`config.mk`:
```
export PLATFORM = sky130hd
export DESIGN_NAME = bus_arbiter
export DESIGN_NICKNAME = d
export VERILOG_FILES = /design/src/rtl/bus_arbiter_pkg.sv /design/src/rtl/bus_timeout_counter.sv /design/src/rtl/bus_arbiter.sv
export SDC_FILE = /design/constraint.sdc
export NUM_CORES = 1
export LEC_CHECK = 0
export ABC_CLOCK_PERIOD_IN_PS = 2080
export CAP_MARGIN = 20
export CORE_MARGIN = 8
export CORE_UTILIZATION = 35
export DETAILED_ROUTE_END_ITERATION = 8
export PLACE_DENSITY_LB_ADDON = 0.15
export SLEW_MARGIN = 20
export SYNTH_ARGS = -nofsm -noshare
export SYNTH_HDL_FRONTEND = slang
export SYNTH_SLANG_ARGS = --single-unit
```
`constraint.sdc`:
```
create_clock -name clock_i -period 2.08 [get_ports clock_i]
set_input_delay 0.416 -clock clock_i [delete_from_list [all_inputs] [get_ports clock_i]]
set_output_delay 0.416 -clock clock_i [all_outputs]
set_load 0.005 [all_outputs]
```
`src/rtl/bus_arbiter_pkg.sv`:
```
// Shared bus definitions: arbiter state encoding, port ids and default timeout.
package bus_arbiter_pkg;

  localparam int BUS_TIMEOUT_DEFAULT = 15;

  typedef enum logic [1:0] {
    ST_IDLE      = 2'd0,
    ST_INST_BUSY = 2'd1,
    ST_DATA_BUSY = 2'd2
  } bus_state_e;

  typedef enum logic {
    PORT_INST = 1'b0,
    PORT_DATA = 1'b1
  } bus_port_e;

endpackage

```
`src/rtl/bus_timeout_counter.sv`:
```
// Wait-cycle counter for a memory transaction; saturates at LIMIT.
module bus_timeout_counter #(
  parameter int LIMIT = 15
) (
  input  logic clk_i,
  input  logic rst_ni,
  input  logic clear_i,
  input  logic enable_i,
  output logic expired_o
);
  localparam int CW = (LIMIT < 1) ? 1 : $clog2(LIMIT + 1);
  localparam logic [CW-1:0] LIM = CW'(LIMIT);

  logic [CW-1:0] cnt_q, cnt_d;

  // Clear wins over count; hold once the limit is reached.
  always_comb begin
    cnt_d = cnt_q;
    if (clear_i)                    cnt_d = '0;
    else if (enable_i && cnt_q != LIM) cnt_d = cnt_q + CW'(1);
  end

  // Counter register.
  always_ff @(posedge clk_i or negedge rst_ni) begin
    if (!rst_ni) cnt_q <= '0;
    else         cnt_q <= cnt_d;
  end

  assign expired_o = (cnt_q == LIM);

endmodule

```
`src/rtl/bus_arbiter.sv`:
```
// Two-port (fetch / load-store) arbiter onto one single-port memory with timeout abort.
module bus_arbiter
  import bus_arbiter_pkg::*;
#(
  parameter int TIMEOUT = BUS_TIMEOUT_DEFAULT
) (
  input  logic        clock_i,
  input  logic        reset_ni,
  input  logic        inst_request_i,
  input  logic [31:0] inst_address_i,
  output logic [31:0] inst_data_o,
  output logic        inst_ready_o,
  input  logic        data_request_i,
  input  logic        data_write_i,
  input  logic [3:0]  data_select_i,
  input  logic [31:0] data_address_i,
  input  logic [31:0] data_write_data_i,
  output logic [31:0] data_read_data_o,
  output logic        data_ready_o,
  output logic        mem_request_o,
  output logic        mem_write_o,
  output logic [3:0]  mem_select_o,
  output logic [31:0] mem_address_o,
  output logic [31:0] mem_write_data_o,
  input  logic [31:0] mem_read_data_i,
  input  logic        mem_ready_i,
  output logic        stall_request_o,
  output logic        bus_error_o
);

  bus_state_e  state_q, state_d;
  bus_port_e   last_q, last_d;

  logic        inst_ready_q, inst_ready_d, data_ready_q, data_ready_d;
  logic [31:0] inst_data_q, inst_data_d, data_rdata_q, data_rdata_d;
  logic        bus_error_q, bus_error_d;
  logic        mem_req_q, mem_req_d, mem_we_q, mem_we_d;
  logic [3:0]  mem_sel_q, mem_sel_d;
  logic [31:0] mem_addr_q, mem_addr_d, mem_wdata_q, mem_wdata_d;

  logic req_inst, req_data, grant_inst, grant_data;
  logic busy, done_ok, abort, finish, expired;
  logic [31:0] rdata;

  // A port whose ready pulse is showing is still holding its request; mask it.
  assign req_inst   = inst_request_i & ~inst_ready_q;
  assign req_data   = data_request_i & ~data_ready_q;
  assign grant_data = (state_q == ST_IDLE) & req_data & (~req_inst | (last_q == PORT_INST));
  assign grant_inst = (state_q == ST_IDLE) & req_inst & ~grant_data;
  assign busy       = (state_q != ST_IDLE);
  assign done_ok    = busy & mem_ready_i;
  assign abort      = busy & ~mem_ready_i & expired;
  assign finish     = done_ok | abort;

  bus_timeout_counter #(.LIMIT(TIMEOUT)) u_tmo (
    .clk_i    (clock_i),
    .rst_ni   (reset_ni),
    .clear_i  (grant_inst | grant_data),
    .enable_i (busy & ~mem_ready_i),
    .expired_o(expired)
  );

  // State and last-granted registers.
  always_ff @(posedge clock_i or negedge reset_ni) begin
    if (!reset_ni) begin
      state_q <= ST_IDLE;
      last_q  <= PORT_INST;
    end else begin
      state_q <= state_d;
      last_q  <= last_d;
    end
  end

  // Next state: grant from IDLE, return to IDLE on completion or abort.
  always_comb begin
    state_d = state_q;
    last_d  = last_q;
    case (state_q)
      ST_IDLE: begin
        if (grant_data) begin
          state_d = ST_DATA_BUSY;
          last_d  = PORT_DATA;
        end else if (grant_inst) begin
          state_d = ST_INST_BUSY;
          last_d  = PORT_INST;
        end
      end
      ST_INST_BUSY, ST_DATA_BUSY: if (finish) state_d = ST_IDLE;
      default: state_d = ST_IDLE;
    endcase
  end

  // Output next values: latch command on grant, one-cycle ready/data on finish.
  always_comb begin
    mem_req_d    = mem_req_q;
    mem_we_d     = mem_we_q;
    mem_sel_d    = mem_sel_q;
    mem_addr_d   = mem_addr_q;
    mem_wdata_d  = mem_wdata_q;
    inst_ready_d = 1'b0;
    data_ready_d = 1'b0;
    inst_data_d  = '0;
    data_rdata_d = '0;
    bus_error_d  = 1'b0;
    rdata        = (done_ok && !mem_we_q) ? mem_read_data_i : 32'h0;
    if (grant_data) begin
      mem_req_d   = 1'b1;
      mem_we_d    = data_write_i;
      mem_sel_d   = data_select_i;
      mem_addr_d  = data_address_i;
      mem_wdata_d = data_write_data_i;
    end else if (grant_inst) begin
      mem_req_d   = 1'b1;
      mem_we_d    = 1'b0;
      mem_sel_d   = 4'hF;
      mem_addr_d  = inst_address_i;
      mem_wdata_d = '0;
    end
    if (finish) begin
      mem_req_d   = 1'b0;
      bus_error_d = abort;
      if (state_q == ST_DATA_BUSY) begin
        data_ready_d = 1'b1;
        data_rdata_d = rdata;
      end else begin
        inst_ready_d = 1'b1;
        inst_data_d  = rdata;
      end
    end
  end

  // Registered outputs.
  always_ff @(posedge clock_i or negedge reset_ni) begin
    if (!reset_ni) begin
      mem_req_q    <= 1'b0;
      mem_we_q     <= 1'b0;
      mem_sel_q    <= '0;
      mem_addr_q   <= '0;
      mem_wdata_q  <= '0;
      inst_ready_q <= 1'b0;
      data_ready_q <= 1'b0;
      inst_data_q  <= '0;
      data_rdata_q <= '0;
      bus_error_q  <= 1'b0;
    end else begin
      mem_req_q    <= mem_req_d;
      mem_we_q     <= mem_we_d;
      mem_sel_q    <= mem_sel_d;
      mem_addr_q   <= mem_addr_d;
      mem_wdata_q  <= mem_wdata_d;
      inst_ready_q <= inst_ready_d;
      data_ready_q <= data_ready_d;
      inst_data_q  <= inst_data_d;
      data_rdata_q <= data_rdata_d;
      bus_error_q  <= bus_error_d;
    end
  end

  assign inst_ready_o     = inst_ready_q;
  assign inst_data_o      = inst_data_q;
  assign data_ready_o     = data_ready_q;
  assign data_read_data_o = data_rdata_q;
  assign bus_error_o      = bus_error_q;
  assign mem_request_o    = mem_req_q;
  assign mem_write_o      = mem_we_q;
  assign mem_select_o     = mem_sel_q;
  assign mem_address_o    = mem_addr_q;
  assign mem_write_data_o = mem_wdata_q;
  assign stall_request_o  = (inst_request_i & ~inst_ready_q) | (data_request_i & ~data_ready_q);

endmodule
```
==> results.json, run 1 <==
{
  "outcome": "finished clean",
  "period_share": 0.8980,
  "finalCriticalPeriod_ps": 1868,
  "dp.cells": 868,
  "synthFlopType": "dfrtp_1",
  "clock.fmax_ghz": 0.5354,
  "dpl.hpwl_mm": 12.95,
  "num_io_pins": 276,
  "grt_use_total": 0.1856,
  "whs_path_depth": 1,
  "end_kind": "primary output",
  "cts.sinks": 144,
  "dpl_cell_area_um2": 8391,
  "drt_iter0_markers": 201,
  "grt_start_max_net_pins": 65,
  "clk_pin_slew_ps": 60,
  "drt-total-wl_mm": 17.81,
  "cp_slowest_cell": "clkdlybuf4s50_1",
  "synth.distinct_cells": 37,
  "initial_core_util": 0.3535,
  "cp_max_fo": 2,
  "synth_edf_count": 0,
  "port_buffers": 275,
  "syn_area_um2": 5314,
  "syn_avg_cell_area_um2": 12.62,
  "rsz0062_at_grt": "false",
  "crit_required_ps": 1660,
  "fp.dieW_um": 139.2,
  "start_kind": "input port",
  "drt-pass1-iter-count": 5,
  "cts_buffer_depth": 2,
  "cts_max_level": 4,
  "cap_violations": 0,
  "worstPathCellList": "clkdlybuf4s50_1 -> nor2b_2 -> nor2_1 -> inv_1 -> dlygate4sd2_1",
  "mostFrequentLayoutCells": "273 x clkdlybuf4s50_1, 144 x dfrtp_1, 64 x and3_1",
  "r2r_cells": 6,
  "grt_pass1_wl_mm": 28.01,
  "area.growth.synth_to_final_pct": 69.27,
  "cts_tree": "yes",
  "r2r-end": "data_read_data_o[8]",
  "worst-r2r-setup-slack_ps": 320,
  "post_cts_buffers": 0,
  "gp_congestion": 0.7799,
  "synth-seq-cells": 144,
  "num_rows": 45,
  "r2r-start": "state_q[0]",
  "cp.arrival_ps": 1450,
  "overflow": 0,
  "syn_inst": 421,
  "postRouteAntennaNets": 0,
  "drv_slew": 0,
  "wl_per_cell_um": 19.79,
  "n_antenna_cell": 0,
  "p_per_area_nw_per_um2": 1225,
  "setup_violations": 0,
  "min_from": "mem_select_o[1]",
  "async_flop_share": 1.000,
  "nets": 841,
  "cts_root_buffer": "clkbuf_16",
  "routed_via_density": 5.003,
  "coreArea_um2": 15030,
  "cts_inserted_buffers": 17,
  "antenna_found_initial": 0,
  "tightest_slew_ps": 495.0,
  "cpPeakStageDelay_ps": 410,
  "fp.dieH_um": 139.2,
  "design_area_um2": 8995,
  "hold_path_class": "flop to flop",
  "irDropWorstVdd_uv": 575.0,
  "vias": 4503,
  "syn_nets": 562,
  "holdPathEnd": "mem_select_o[1]",
  "drc_errors": 0,
  "synth.yosys.seq_area_share": 0.6781,
  "insertion_delay_ps": 410,
  "hold_viol": 0,
  "critPathKind": "input port to primary output",
  "finClkSkew_ps": 6.749,
  "fin_cells": 900,
  "drive_gt1_frac": 0.08427,
  "yosys_warnings": 0,
  "leakage_uw": 0.004101,
  "die-area_um2": 19380,
  "slew_headroom": 0.6700,
  "grt_pass1_vias": 4829,
  "final_common_cell": "clkdlybuf4s50_1"
}
==> worst max-delay path by stage <==
stage                   start                 to  slack (ps)  cells past startpoint
6_report       inst_request_i    stall_request_o         210                      5
5_1_grt        inst_request_i    stall_request_o         130                      5
4_1_cts        inst_request_i    stall_request_o         200                      5
3_5_place_dp   inst_request_i    stall_request_o         -50                      5
3_3_place_gp   inst_request_i    stall_request_o         -70                      5
2_1_floorplan      state_q[0]  mem_address_o[31]         500                      8
==> layer usage <==
metal	vias to the layer above	track usage	part of all wire	wire length, um
li1	2083	-	-	-
met3	27	0.08824	0.10	1865
met4	0	0.07048	0.021	371
met1	2190	0.2031	0.39	6892
met5	-	0	0	0
met2	203	0.3084	0.49	8678
==> state kept, by name, indices dropped and copies added, names as in the netlist <==
signal,flops
inst_data_o,32
bus_error_o,1
mem_select_o,4
inst_ready_o,1
data_read_data_o,32
mem_address_o,32
last_q,1
u_tmo.cnt_q,4
state_q,2
mem_write_data_o,32
mem_write_o,1
mem_request_o,1
data_ready_o,1
==> synthesized netlist by cell type, types with 2 or more instances <==
cell type  instances  share of area
buf_4              4         0.0057
dfrtp_1          144           0.68
o21ai_0            2         0.0019
nor2_1            37          0.026
nand3_1            2         0.0019
nand2_1            4         0.0028
mux2i_1            3         0.0057
ha_1               3         0.0071
inv_1              7         0.0049
o21ai_1            2         0.0019
buf_2             20          0.019
clkbuf_1           5         0.0035
clkbuf_2           4         0.0038
o22a_1             4         0.0066
o22ai_1           31          0.036
nor3_1            32          0.030
a22o_1            33          0.054
and3_1            65          0.077
==> worst max-delay path: cells and delay by family <==
family / cells / cell delay (ps)
buf+inv: 3 / 750
simple gates: 2 / 290
==> what timing repair did <==
item,CTS,global route
resized for setup,2,0
hold endpoints to repair,47,0
hold buffers,1,0
setup endpoints to repair,1,0
==> where the power goes <==
| part | internal, uW | switching [uW] | leakage, uW |
|---|---|---|---|
| Combinational | 2270 | 1810 | 0.00195 |
| Clock | 1880 | 1170 | 0.000275 |
| Sequential | 3510 | 378 | 0.00187 |
| Total | 7660 | 3360 | 0.00410 |
==> final cells by class <==
class	instances	area, um2
fillers	1193	6038
clock buffers	18	429.2
multi-input cells	236	1526
inverters	7	26.28
repair buffers	294	3010
flip-flops and latches	144	3603
clock inverters	13	163.9
well taps	188	235.2
==> logic make-up (layout without fill, tap and decap cells) <==
logic type,count (synthesis),count (layout),synth area share
XOR/XNOR,1,1,0.001649
multiplexers,3,3,0.005651
AND/OR/NAND/NOR,149,149,0.1535
AO/OA/AOI/OAI,80,80,0.1166
adder cells (fa/ha/maj),3,3,0.007065
buffers and inverters,41,332,0.03744
flip-flops,144,144,0.6781
==> stage by stage <==
step / hold slack [ps] / power, uW / worst slack, ps / TNS, ps / util
finish: 483.7 / 11020 / 212.1 / 0 / 0.5983
floorplan: 120.4 / 5641 / 496.6 / 0 / -
global route: 512.4 / 11650 / 126.9 / 0 / 0.5983
detailed placement: 395.3 / 8055 / -46.92 / -46.92 / 0.5581
CTS: 489.8 / 11150 / 203.3 / 0 / 0.5983
global placement: 392.5 / 7969 / -73.36 / -73.36 / 0.5581
(Power assumes the default switching activity.)
==> run 2: changes to the inputs <==
Settings changed: CORE_MARGIN 8 to 2.
==> results.json, run 2 (synthesis gave the netlist of run 1 again) <==
{
  "clk_pin_slew_ps": 60,
  "initial_core_util": 0.3535,
  "start_kind": "input port",
  "die-area_um2": 16180,
  "dp.cells": 864,
  "tightest_slew_ps": 422.8,
  "slew_headroom": 0.7176,
  "cap_violations": 0,
  "rsz0062_at_grt": "false",
  "wl_per_cell_um": 17.97,
  "fp.dieW_um": 127.2,
  "cts_root_buffer": "clkbuf_16",
  "leakage_uw": 0.004104,
  "drt-total-wl_mm": 16.10,
  "cts_tree": "yes",
  "cts_max_level": 4,
  "finalCriticalPeriod_ps": 1940,
  "drv_slew": 0,
  "finClkSkew_ps": 8.760,
  "met3_usage": 0.08961,
  "grt_use_total": 0.2029,
  "final_common_cell": "clkdlybuf4s50_1",
  "coreArea_um2": 15030,
  "cts_inserted_buffers": 17,
  "grt_start_max_net_pins": 66,
  "drive_gt1_frac": 0.07627,
  "p_per_area_nw_per_um2": 1236,
  "clock.fmax_ghz": 0.5153,
  "fp.dieH_um": 127.2,
  "gp_congestion": 0.7415,
  "routed_via_density": 4.974,
  "irDropWorstVdd_uv": 569.0,
  "drc_errors": 0,
  "p_total_uw": 11130,
  "num-fill-cells": 1189,
  "nets": 837,
  "hold_viol": 0,
  "cp_max_fo": 3,
  "critPathKind": "input port to primary output",
  "met1_usage": 0.2495,
  "insertion_delay_ps": 420,
  "cts.sinks": 144,
  "port_buffers": 275,
  "top_usage_layer": "met2",
  "num_io_pins": 276,
  "grt_pass1_vias": 4560,
  "setup_violations": 0,
  "outcome": "finished clean",
  "period_share": 0.9329,
  "crit_start": "inst_request_i",
  "antenna_found_initial": 0,
  "drt-pass1-iter-count": 4,
  "end_kind": "primary output",
  "cts_buffer_depth": 2,
  "drt_iter0_markers": 204,
  "num_rows": 45,
  "r2r-start": "state_q[0]",
  "vias": 4457,
  "overflow": 0,
  "grt_pass1_wl_mm": 25.04,
  "dpl_cell_area_um2": 8361,
  "worst-r2r-setup-slack_ps": 350,
  "postRouteAntennaNets": 0,
  "design_area_um2": 9000,
  "cp.arrival_ps": 1520,
  "area.growth.synth_to_final_pct": 69.37,
  "hold_path_class": "input port to asynchronous set/reset pin",
  "n_antenna_cell": 0,
  "dpl.hpwl_mm": 11.14,
  "crit_required_ps": 1660,
  "met2_usage": 0.3194,
  "mostFrequentLayoutCells": "273 x clkdlybuf4s50_1, 144 x dfrtp_1, 64 x and3_1",
  "fin_cells": 896
}
-- run 2: final timing paths --
check	end	depth (start not counted)
max	stall_request_o	5
min	mem_write_data_o[16]	2
max reg2reg	data_read_data_o[19]	6
min reg2reg	mem_select_o[1]	1
max in group asynchronous	mem_write_o	3
min in group clock_i	mem_select_o[1]	1
-- run 2: repair_timing --
| action | 4_1_cts | 5_1_grt |
|---|---|---|
| gates resized for setup | 1 | 0 |
| endpoints found under the hold margin | 31 | 0 |
| hold buffers | 1 | 0 |
| setup endpoints to repair | 1 | 0 |
| setup buffers | 0 | 0 |
-- run 2: layout make-up --
type	instances	area, um2	area share
clock inverters	9	156.4	0.01738
repair buffers	290	2980	0.3312
flip-flops and latches	144	3603	0.4004
multi-input cells	236	1524	0.1693
clock buffers	22	474.2	0.05269
inverters	7	26.28	0.002920
well taps	188	235.2	0.02614
-- run 2: through the flow --
step	TNS, ps	worst slack, ps	hold slack [ps]	util
after floorplan	0	496.6	120.4	-
after global placement	-137.0	-137.0	327.1	0.5561
after detailed placement	-127.5	-127.5	332.2	0.5561
after CTS	0	130.4	455.3	0.5987
after global routing	0	46.40	478.0	0.5987
final	0	139.6	473.4	0.5987
-- run 2: metal layers --
metal	vias up	part of all wire
met3	25	0.094
li1	2079	-
met5	-	0
met4	0	0.022
met2	196	0.48
met1	2157	0.41
-- run 2: report_power, final --
group	leakage (uW)	internal [uW]	switching, uW	total, uW
clock	0.000298	2100	1120	3210
sequential	0.00187	3510	368	3880
combinational	0.00193	2250	1790	4040
-- run 2: critical path: stages --
cell	delay [ps]
clkdlybuf4s50_1	500
nor2b_1	180
nor2_1	70
inv_1	80
dlygate4sd2_1	280
